==> config.mk <==
export PLATFORM = sky130hd
export DESIGN_NAME = ydriver_timing_gen_flat
export DESIGN_NICKNAME = d
export VERILOG_FILES = /design/src/rtl/ydriver_timing_gen_if.sv /design/src/rtl/ydriver_timing_gen.sv /design/src/flat_wrapper.sv
export SDC_FILE = /design/constraint.sdc
export NUM_CORES = 1
export LEC_CHECK = 0
export ABC_AREA = 1
export ABC_CLOCK_PERIOD_IN_PS = 3990
export CORE_MARGIN = 2
export CORE_UTILIZATION = 53
export CTS_CLUSTER_SIZE = 8
export DETAILED_ROUTE_END_ITERATION = 8
export GPL_TIMING_DRIVEN = 0
export PLACE_DENSITY = 0.79
export SYNTH_ARGS = -nofsm -noshare
export SYNTH_HDL_FRONTEND = slang
export SYNTH_SLANG_ARGS = --single-unit
==> constraint.sdc <==
create_clock -name CLK -period 3.99 [get_ports CLK]
set_input_delay 0.5985 -clock CLK [delete_from_list [all_inputs] [get_ports CLK]]
set_output_delay 0.5985 -clock CLK [all_outputs]
set_load 0.05 [all_outputs]
==> src/rtl/ydriver_timing_gen_if.sv <==
// ---------------------------------------------------------------------------
// ydriver_timing_gen_if
//
// Bundles the panel-side signals of the Y driver timing generator.
//
//   EN      panel drive enable (controller -> timing generator)
//   S       frame start token for the Y driver shift register
//   CPL     Y driver shift clock (one pulse per line)
//   FR      AC drive polarity
//   DOT     current dot index within the line
//   LINE    current line index within the frame
//   VBLANK  high while the current line is a blanking line
//
// Modports:
//   master  the side that drives EN and consumes the timing outputs
//   slave   the timing generator itself
// ---------------------------------------------------------------------------
interface ydriver_timing_gen_if;
  logic       EN;
  logic       S;
  logic       CPL;
  logic       FR;
  logic [8:0] DOT;
  logic [7:0] LINE;
  logic       VBLANK;

  modport master (
    output EN,
    input  S, CPL, FR, DOT, LINE, VBLANK
  );

  modport slave (
    input  EN,
    output S, CPL, FR, DOT, LINE, VBLANK
  );
endinterface

==> src/rtl/ydriver_timing_gen.sv <==
// ---------------------------------------------------------------------------
// ydriver_timing_gen
//
// Generates the LCD Y driver row control signals S, CPL and FR from the dot
// clock.
//
// A dot counter (hcnt) frames each line.
// A line counter (vcnt) frames each frame.
// Every output is either a register or a direct decode of registers, so no
// input reaches an output without passing through a flop.
//
// Parameters:
//   H_TOTAL    dot clocks per line                    (2..512)
//   V_TOTAL    lines per frame including blanking     (2..256)
//   V_ACTIVE   visible lines                          (1..V_TOTAL)
//   CPL_WIDTH  CPL high time in dot clocks            (1..H_TOTAL-1)
//   FR_PERIOD  line wraps between FR toggles          (1..255)
//
// Ports:
//   CLK     dot clock; all state changes on its rising edge
//   n_RES   asynchronous active-low reset
//   bus     ydriver_timing_gen_if.slave: EN in; S, CPL, FR, DOT, LINE,
//           VBLANK out
// ---------------------------------------------------------------------------
module ydriver_timing_gen #(
  parameter int H_TOTAL   = 456,
  parameter int V_TOTAL   = 154,
  parameter int V_ACTIVE  = 144,
  parameter int CPL_WIDTH = 4,
  parameter int FR_PERIOD = 1
) (
  input  logic                CLK,
  input  logic                n_RES,
  ydriver_timing_gen_if.slave bus
);

  // Sized copies of the parameters so every compare is width-matched.
  // V_ACTIVE may be 256, so the blanking compare is done in 9 bits.
  localparam logic [8:0] H_LAST  = 9'(H_TOTAL - 1);
  localparam logic [7:0] V_LAST  = 8'(V_TOTAL - 1);
  localparam logic [7:0] FR_LAST = 8'(FR_PERIOD - 1);
  localparam logic [8:0] CPL_W   = 9'(CPL_WIDTH);
  localparam logic [8:0] V_ACT   = 9'(V_ACTIVE);

  typedef enum logic {
    IDLE = 1'b0,
    RUN  = 1'b1
  } state_t;

  state_t     state_q;
  state_t     state_d;
  logic [8:0] hcnt_q;
  logic [8:0] hcnt_d;
  logic [7:0] vcnt_q;
  logic [7:0] vcnt_d;
  logic [7:0] frcnt_q;
  logic [7:0] frcnt_d;
  logic       fr_q;
  logic       fr_d;
  logic       line_wrap;
  logic       running;

  // State register.
  // Reset forces the idle state at once, without waiting for a clock edge.
  always_ff @(posedge CLK or negedge n_RES) begin
    if (!n_RES) begin
      state_q <= IDLE;
      hcnt_q  <= '0;
      vcnt_q  <= '0;
      frcnt_q <= '0;
      fr_q    <= 1'b0;
    end else begin
      state_q <= state_d;
      hcnt_q  <= hcnt_d;
      vcnt_q  <= vcnt_d;
      frcnt_q <= frcnt_d;
      fr_q    <= fr_d;
    end
  end

  assign line_wrap = (hcnt_q == H_LAST);

  // Next-state logic.
  // Dropping EN abandons the frame on that very edge; there is no
  // completion of a partial line.
  // On start-up the counters begin at line 0, dot 0, so the first edge
  // with EN high already presents S and CPL.
  // FR is a free-running polarity: it survives the frame wrap and is only
  // cleared by going idle.
  always_comb begin
    state_d = state_q;
    hcnt_d  = hcnt_q;
    vcnt_d  = vcnt_q;
    frcnt_d = frcnt_q;
    fr_d    = fr_q;

    if (!bus.EN) begin
      state_d = IDLE;
      hcnt_d  = '0;
      vcnt_d  = '0;
      frcnt_d = '0;
      fr_d    = 1'b0;
    end else if (state_q == IDLE) begin
      state_d = RUN;
      hcnt_d  = '0;
      vcnt_d  = '0;
      frcnt_d = '0;
    end else begin
      state_d = RUN;
      if (!line_wrap) begin
        hcnt_d = hcnt_q + 9'd1;
      end else begin
        hcnt_d = '0;
        vcnt_d = (vcnt_q == V_LAST) ? 8'd0 : vcnt_q + 8'd1;
        if (frcnt_q == FR_LAST) begin
          frcnt_d = '0;
          fr_d    = ~fr_q;
        end else begin
          frcnt_d = frcnt_q + 8'd1;
        end
      end
    end
  end

  assign running = (state_q == RUN);

  // Output decode.
  // S is a line-0 decode, so it rises with the line-0 CPL pulse and falls
  // with the line-1 CPL rise. That keeps S stable across both edges of the
  // first CPL pulse of every frame.
  // CPL keeps pulsing through blanking so the token is shifted past the
  // last row.
  always_comb begin
    bus.CPL    = running && (hcnt_q < CPL_W);
    bus.S      = running && (vcnt_q == 8'd0);
    bus.VBLANK = running && ({1'b0, vcnt_q} >= V_ACT);
    bus.FR     = fr_q;
    bus.DOT    = hcnt_q;
    bus.LINE   = vcnt_q;
  end

endmodule

==> src/flat_wrapper.sv <==
// flat-port wrapper written by rule: the top's interface ports become plain ports
module ydriver_timing_gen_flat 
#(
  parameter int H_TOTAL   = 456,
  parameter int V_TOTAL   = 154,
  parameter int V_ACTIVE  = 144,
  parameter int CPL_WIDTH = 4,
  parameter int FR_PERIOD = 1
)
  (CLK, n_RES, bus_EN, bus_S, bus_CPL, bus_FR, bus_DOT, bus_LINE, bus_VBLANK);
  ydriver_timing_gen_if bus_i ();
  input  logic CLK;
  input  logic n_RES;
  input wire logic [$bits(bus_i.EN)-1:0] bus_EN;
  output wire logic [$bits(bus_i.S)-1:0] bus_S;
  output wire logic [$bits(bus_i.CPL)-1:0] bus_CPL;
  output wire logic [$bits(bus_i.FR)-1:0] bus_FR;
  output wire logic [$bits(bus_i.DOT)-1:0] bus_DOT;
  output wire logic [$bits(bus_i.LINE)-1:0] bus_LINE;
  output wire logic [$bits(bus_i.VBLANK)-1:0] bus_VBLANK;
  assign bus_i.EN = bus_EN;
  assign bus_S = bus_i.S;
  assign bus_CPL = bus_i.CPL;
  assign bus_FR = bus_i.FR;
  assign bus_DOT = bus_i.DOT;
  assign bus_LINE = bus_i.LINE;
  assign bus_VBLANK = bus_i.VBLANK;
  ydriver_timing_gen #(.H_TOTAL(H_TOTAL), .V_TOTAL(V_TOTAL), .V_ACTIVE(V_ACTIVE), .CPL_WIDTH(CPL_WIDTH), .FR_PERIOD(FR_PERIOD)) u_core (.CLK(CLK), .n_RES(n_RES), .bus(bus_i));
endmodule
==> metrics.md <==
| Metric | Value |
|---|---|
| Run status | finished, final reports clean |
| Clk Latency, worst-skew pair | 320 ps |
| Antenna Diode Count | 0 |
| Final WS setup | 1001 ps |
| Num rows | 19 |
| Cell accounting for the most synthesized area | dfrtp_1 |
| Sequential Power Share | 62.9% |
| Logic pwr share | 9.2% |
| Synth top cells by count | 48 x nand2_1, 33 x nor2_1, 27 x dfrtp_1 |
| Synth Area in Compound Gates | 6.741% |
| Root Buffer | clkbuf_4 |
| Buffers on Ports | 23 |
| Die area | 3429 um^2 |
| Final core occ | 67.30% |
| Hold buffers post-CTS | 0 |
| Synthesis Warnings | 0 |
| Num CTS Buffers | 3 |
| Die width | 58.56 um |
| Mapped Area | 1578 um^2 |
| Layout cell share with drive strength beyond 1 | 9.787% |
| Vias | 1,450 |
| Die Ht | 58.56 um |
| Post-Place Cells | 262 |
| Core Area | 2781 um^2 |
| CP Class | reg2out |
| CTS Sinks | 27 |
| Max Cap Violations | 0 |
| Mux share of post-synthesis cell area | 0% |
| Clock buffer depth | 2 |
| Endpoints failing setup | 0 |
| Post-DP HPWL | 2609 um |
| Layout Cells excl Fill | 266 |
| Worst vdd ir | 188.4 uV |
| Least-Margin Pin Slew | 605.5 ps |
| Setup TNS | 0 ps |
| Leak Pwr | 0.0008719 uW |
| Post-Synth XOR/XNOR Area | 1.110% |
| Internal | 325.5 uW |
| Post-synthesis sequential area ratio | 42.82% |
| Average cell area after synthesis | 7.585 um^2 |
| Post-synthesis cell type count | 28 |
| Crit path DAT | 2390 ps |
| CTS tree | done |
| Final Max Slew Viols | 0 |
| Post-CTS setup buffer count | 0 |
| # IOs | 24 |
| FMAX | 334.6 MHz |
| Most used DFF post-synth | dfrtp_1 |
| Layout Nets | 245 |
| RSZ-0062 raised after global routing | false |
| Net Sw Frac | 25.83% |
| WP data required | 3390 ps |
| Worst-path clk slew | 160 ps |
| Avg Vias per Cell | 5.451 |
| 1st-iter DRT viols | 99 |
| Wire per inst | 12.78 um |
| Tot GR Track Use | 22.67% |
| Number of synthesized flops with an enable pin | 0 |
| H-Tree Depth | 1 |
| Net Count, Synth | 217 |
| First-pass GRT wire length | 6003 um |
| Cts repair resizes | 0 |
| Routed WL | 3399 um |
| Most frequent cell after synthesis | nand2_1 |
| Clock Skew | 5.983 ps |
| Top cell type's share of synthesized area | 42.82% |
| DR pass1 iterations | 4 |
| Post-detailed-route count of antenna-violating nets | 0 |
| Max_slew headroom | 59.63% |
| CP Capture Type | output pin |
| Startpoint Class | register |
| Net switching power | 113.4 uW |
| Async set-or-reset flop fraction in the synthesized netlist | 100.0% |
| Yosys reg bits | 27 |
| Vias in the first global route | 1,376 |
| Initial antenna violation count | 0 |
| Synth Area in Adders | 4.758% |
| Main combinational cell family by area after synthesis | simple AND/OR/NAND/NOR gates |
| DP Area | 1847 um^2 |
| Area delta synth->final | 18.64% |
| Routability Congestion | 0.8599 |
| Crit-path max FO | 5 |
| Period utilization | 74.91% |
| Fin. Hold Viols | 0 |
| Mapped Cells | 208 |
| Min Clock Period, post-route | 2989 ps |
| Gr ovfl total | 0 |
| Hold crit path type | in2async |
| Power Density | 234.4 nW/um^2 |
| Pre-CTS WS | 1382 ps |
| Drt drc | 0 |
| Initial Util | 56.73% |
| Synth area leaders | dfrtp_1 43%, nand2_1 11%, nor2_1 7.9% |
| Post-Synth Simple-Gate Area | 35.45% |
| Pin count of the biggest net entering global routing | 28 |
| Power share of the clock group | 27.9% |
| Design Area, Final | 1872 um^2 |
==> layer usage <==
layer  track usage, %  wire length (um)
met5                0                 0
met2            37.72              1702
met1            29.06              1524
met3            3.956               141
met4            9.635                30
==> cells by family after synthesis <==
logic type               count (synthesis)
AO/OA/AOI/OAI                           19
adder cells (fa/ha/maj)                  6
buffers and inverters                   31
XOR/XNOR                                 2
flip-flops                              27
AND/OR/NAND/NOR                        123
==> layout by cell type (no fill, tap or decap), types with 3 or more instances in the layout <==
| master | Yosys | layout |
|---|---|---|
| nand2_1 | 48 | 48 |
| nor2_2 | 3 | 3 |
| nand3_1 | 21 | 21 |
| clkdlybuf4s50_1 | 0 | 22 |
| a21oi_1 | 6 | 6 |
| nor3_1 | 3 | 3 |
| ha_1 | 6 | 6 |
| clkbuf_4 | 0 | 3 |
| o21ai_0 | 5 | 5 |
| inv_1 | 23 | 23 |
| dfrtp_1 | 27 | 27 |
| nor2_1 | 33 | 33 |
| inv_2 | 3 | 3 |
| o21ai_1 | 4 | 4 |
| nand4_1 | 6 | 6 |
==> through the flow <==
step / hold slack, ps / power (uW)
after floorplan: 302.9 / 305.9
after global placement: 475.9 / 322.1
after detailed placement: 477.3 / 322.6
after CTS: 497.9 / 446.1
after global routing: 272.7 / 460.3
final: 259.0 / 438.8
==> worst max-delay path: stages, from the launching register on <==
cell	delay, ps
dfrtp_1	460
nor2_1	160
inv_1	70
or2_2	280
nor4_1	230
clkdlybuf4s50_1	860
==> cell type report <==
cell class,instances,area (um^2)
plain buffers,4,42.54
clock buffers,3,22.52
clock inverters,1,7.507
fillers,245,909.6
inverters,27,101.3
multi-input cells,150,758.2
flip-flops and latches,27,675.6
well taps,31,38.79
repair buffers,23,225.2
==> power groups by stage <==
stage / clock network [uW] / registers [uW] / logic, uW
2_1_floorplan: 0 / 285 / 21.3
3_3_place_gp: 0 / 281 / 40.9
3_5_place_dp: 0 / 281 / 41.3
4_1_cts: 128 / 276 / 41.4
5_1_grt: 139 / 277 / 44.4
6_report: 122 / 276 / 40.2
==> final timing paths <==
path                                    start                end  slack (ps)  cells after the start
min reg2reg                 u_core.bus.DOT[0]  u_core.bus.DOT[0]         500                      1
max in group asynchronous               n_RES  u_core.frcnt_q[0]        3340                      1
max reg2reg                 u_core.bus.DOT[0]  u_core.frcnt_q[3]        2450                      9
max                        u_core.bus.LINE[5]              bus_S        1000                      5
min                                     n_RES  u_core.bus.DOT[7]         260                      1
min in group CLK            u_core.bus.DOT[0]  u_core.bus.DOT[0]         500                      1
==> flip-flops by register name, indices dropped and copies added, names as in the netlist <==
register and count:
u_core.bus.LINE 8, u_core.frcnt_q 8, u_core.bus.FR 1, u_core.bus.DOT 9, u_core.running 1
Power figures use the tool's default switching activity.
==> RTL edit 1, RTL diff (config.mk and constraints unchanged) <==
`V_ACTIVE` is set to 144 in 2 places; all go to 72.
--- a/src/rtl/ydriver_timing_gen.sv
+++ b/src/rtl/ydriver_timing_gen.sv
@@ -25,7 +25,7 @@
 module ydriver_timing_gen #(
   parameter int H_TOTAL   = 456,
   parameter int V_TOTAL   = 154,
-  parameter int V_ACTIVE  = 144,
+  parameter int V_ACTIVE  = 72,
   parameter int CPL_WIDTH = 4,
   parameter int FR_PERIOD = 1
 ) (
--- a/src/flat_wrapper.sv
+++ b/src/flat_wrapper.sv
@@ -3,7 +3,7 @@
 #(
   parameter int H_TOTAL   = 456,
   parameter int V_TOTAL   = 154,
-  parameter int V_ACTIVE  = 144,
+  parameter int V_ACTIVE  = 72,
   parameter int CPL_WIDTH = 4,
   parameter int FR_PERIOD = 1
 )
Behaviour: same outputs for any inputs over 10 cycles, from zero or initial values; that may be too few to reach the edited logic, so the function may still have changed.
==> RTL edit 1 against the original RTL <==
The flow now finishes with violations (design-rule violations); total power up 5.0%; cell area increased by 0.47%; setup slack improved by 240 ps; synthesized area is 0.48% higher; final cell count rose by 6.8%; register-to-register slack worse by 60 ps; clock skew increased by 3.8 ps; worst hold slack got worse by 27 ps; clock power up 7%; wire length down 1.6%; sequential cell count is the same; via count increased by 0.97%; global-route usage decreased by 1.1 points; critical path type unchanged; critical endpoint is now bus_CPL; largest power group unchanged; highest routed layer unchanged.
==> RTL edit 1: results (changes against the original RTL) <==
Parameter                              Value

Route
  Pre-antenna DRT Iters ... 7 (+3)
  Per-cell routed wire length ... 11.8 um (-7.9%)
  Detailed-route wire length on metal 1 ... 1650 um (+8.0%)
  Routed length on met3 ... 140 um (-0.71%)
  Number of design rule violations left after detail routing ... 3 (+3)
  First DRT Iteration DRCs ... 52 (-47%)
  DRT Wirelength ... 3340 um (-1.6%)
  Routed wl met2 ... 1520 um (-11%)
  Detailed-route vias per instance ... 5.15 (-5.4%)

Synthesis
  Compound-cell area share of the yosys netlist ... 0.0781 (+0.0107)
  Post-synthesis cell type count ... 20 (-29%)
  Most area-consuming cells after synthesis ... sky130_fd_sc_hd__dfrtp_1, sky130_fd_sc_hd__nand2_1, sky130_fd_sc_hd__nor2_1
  Arithmetic-cell share of the synthesized area counting full adders, half adders and majority gates ... 0.0474 (-0.000225)
  Top cells by instance count after synthesis ... sky130_fd_sc_hd__nand2_1, sky130_fd_sc_hd__nor2_1, sky130_fd_sc_hd__inv_1
  Nets in the synthesized netlist ... 235 (+8.3%)
  Sequential area share after synthesis ... 0.426 (-0.00203)
  Synthesized area per cell ... 7.01 sq um (-7.5%)

Cells and area
  Fraction of area in clock buffers and inverters ... 0.0166 (+0.000591)
  Filler cell count ... 263 (+7.3%)
  Non-clock buffer count ... 26 (-3.7%)
  Total Nets Final ... 263 (+7.3%)
  Portion of the layout cell area used by non-clock buffers ... 0.134 (-0.00865)
  Layout cells sized above 1 ... 0.0474 (-0.0504)
  #MultiIn Comb ... 162 (+8.0%)

Placement
  Area after DPL ... 1850 sq um (+0.41%)
  Pre-CTS setup slack ... 1670 ps (+284 ps)
  Hpwl dp ... 2440 um (-6.4%)
  Post-placement cell count ... 280 (+6.9%)

STA
  Relative slew slack ... 0.605 (+0.00899)
  Clock Skew ... 9.82 ps (+3.84 ps)
  Post-layout worst setup margin ... 1240 ps (+237 ps)
  Hold WS ... 232 ps (-27.1 ps)

Power and ir drop
  Leakage power summed over all cells ... 0.935 nW (+7.3%)
  Power Internal ... 332 uW (+2.0%)
  Combinational power ... 49.8 uW (+24%)
  Power in sequential cells ... 280 uW (+1%)
  Peak supply drop ... 0.281 mV (+49%)
  Overall Power ... 461 uW (+5.0%)

Global routing
  GR Layer Usage met3 ... 0.0462 (+0.00659)
  M1 GR Usage ... 0.290 (about the same)
  Met2 Resource Use GR ... 0.358 (-0.0193)
  Vias in the first global route ... 1329 (-3.4%)
  Global-route usage over all layers ... 0.215 (-0.0114)
  Wire length of the first global-routing pass ... 5680 um (-5.4%)

Critical path
  Worst reg-to-reg path cell count ... 10 (+1)
  Timing endpoint of the critical path ... bus_CPL
  Worst-path fanout max ... 7 (+2)
  Slack of the worst reg-to-reg path ... 2390 ps (-60 ps)
  Endpoint of the worst-slack reg-to-reg timing path ... u_core.bus.LINE[6]
  Critical path data arrival time ... 2150 ps (-240 ps)
  Launching element of the worst setup path ... u_core.bus.DOT[4]

Clock tree
  Worst-Skew Late Latency ... 340 ps (+20 ps)

Status
  Run status ... finished with violations
  Failing checks ... design-rule violations
[RTL edit 1: changes by cell type in the layout (fill, tap and decap cells not counted), moves of 2 or more]
| cell | before | now |
|---|---|---|
| sky130_fd_sc_hd__a21oi_2 | 2 | 0 |
| sky130_fd_sc_hd__nand2_1 | 48 | 61 |
| sky130_fd_sc_hd__xor2_1 | 2 | 0 |
| sky130_fd_sc_hd__nor2_1 | 33 | 37 |
| sky130_fd_sc_hd__nand4_1 | 6 | 4 |
| sky130_fd_sc_hd__nor3_1 | 3 | 6 |
| sky130_fd_sc_hd__inv_1 | 23 | 33 |
| sky130_fd_sc_hd__inv_2 | 3 | 1 |
| sky130_fd_sc_hd__nor2_2 | 3 | 0 |
| sky130_fd_sc_hd__o21ai_0 | 5 | 7 |
[RTL edit 1: critical path, delay by kind of cell (launching register included)]
kind,cells,cell delay [ps]
and+or+nand+nor,2,360
DFF,1,490
buffers and inverters,2,970
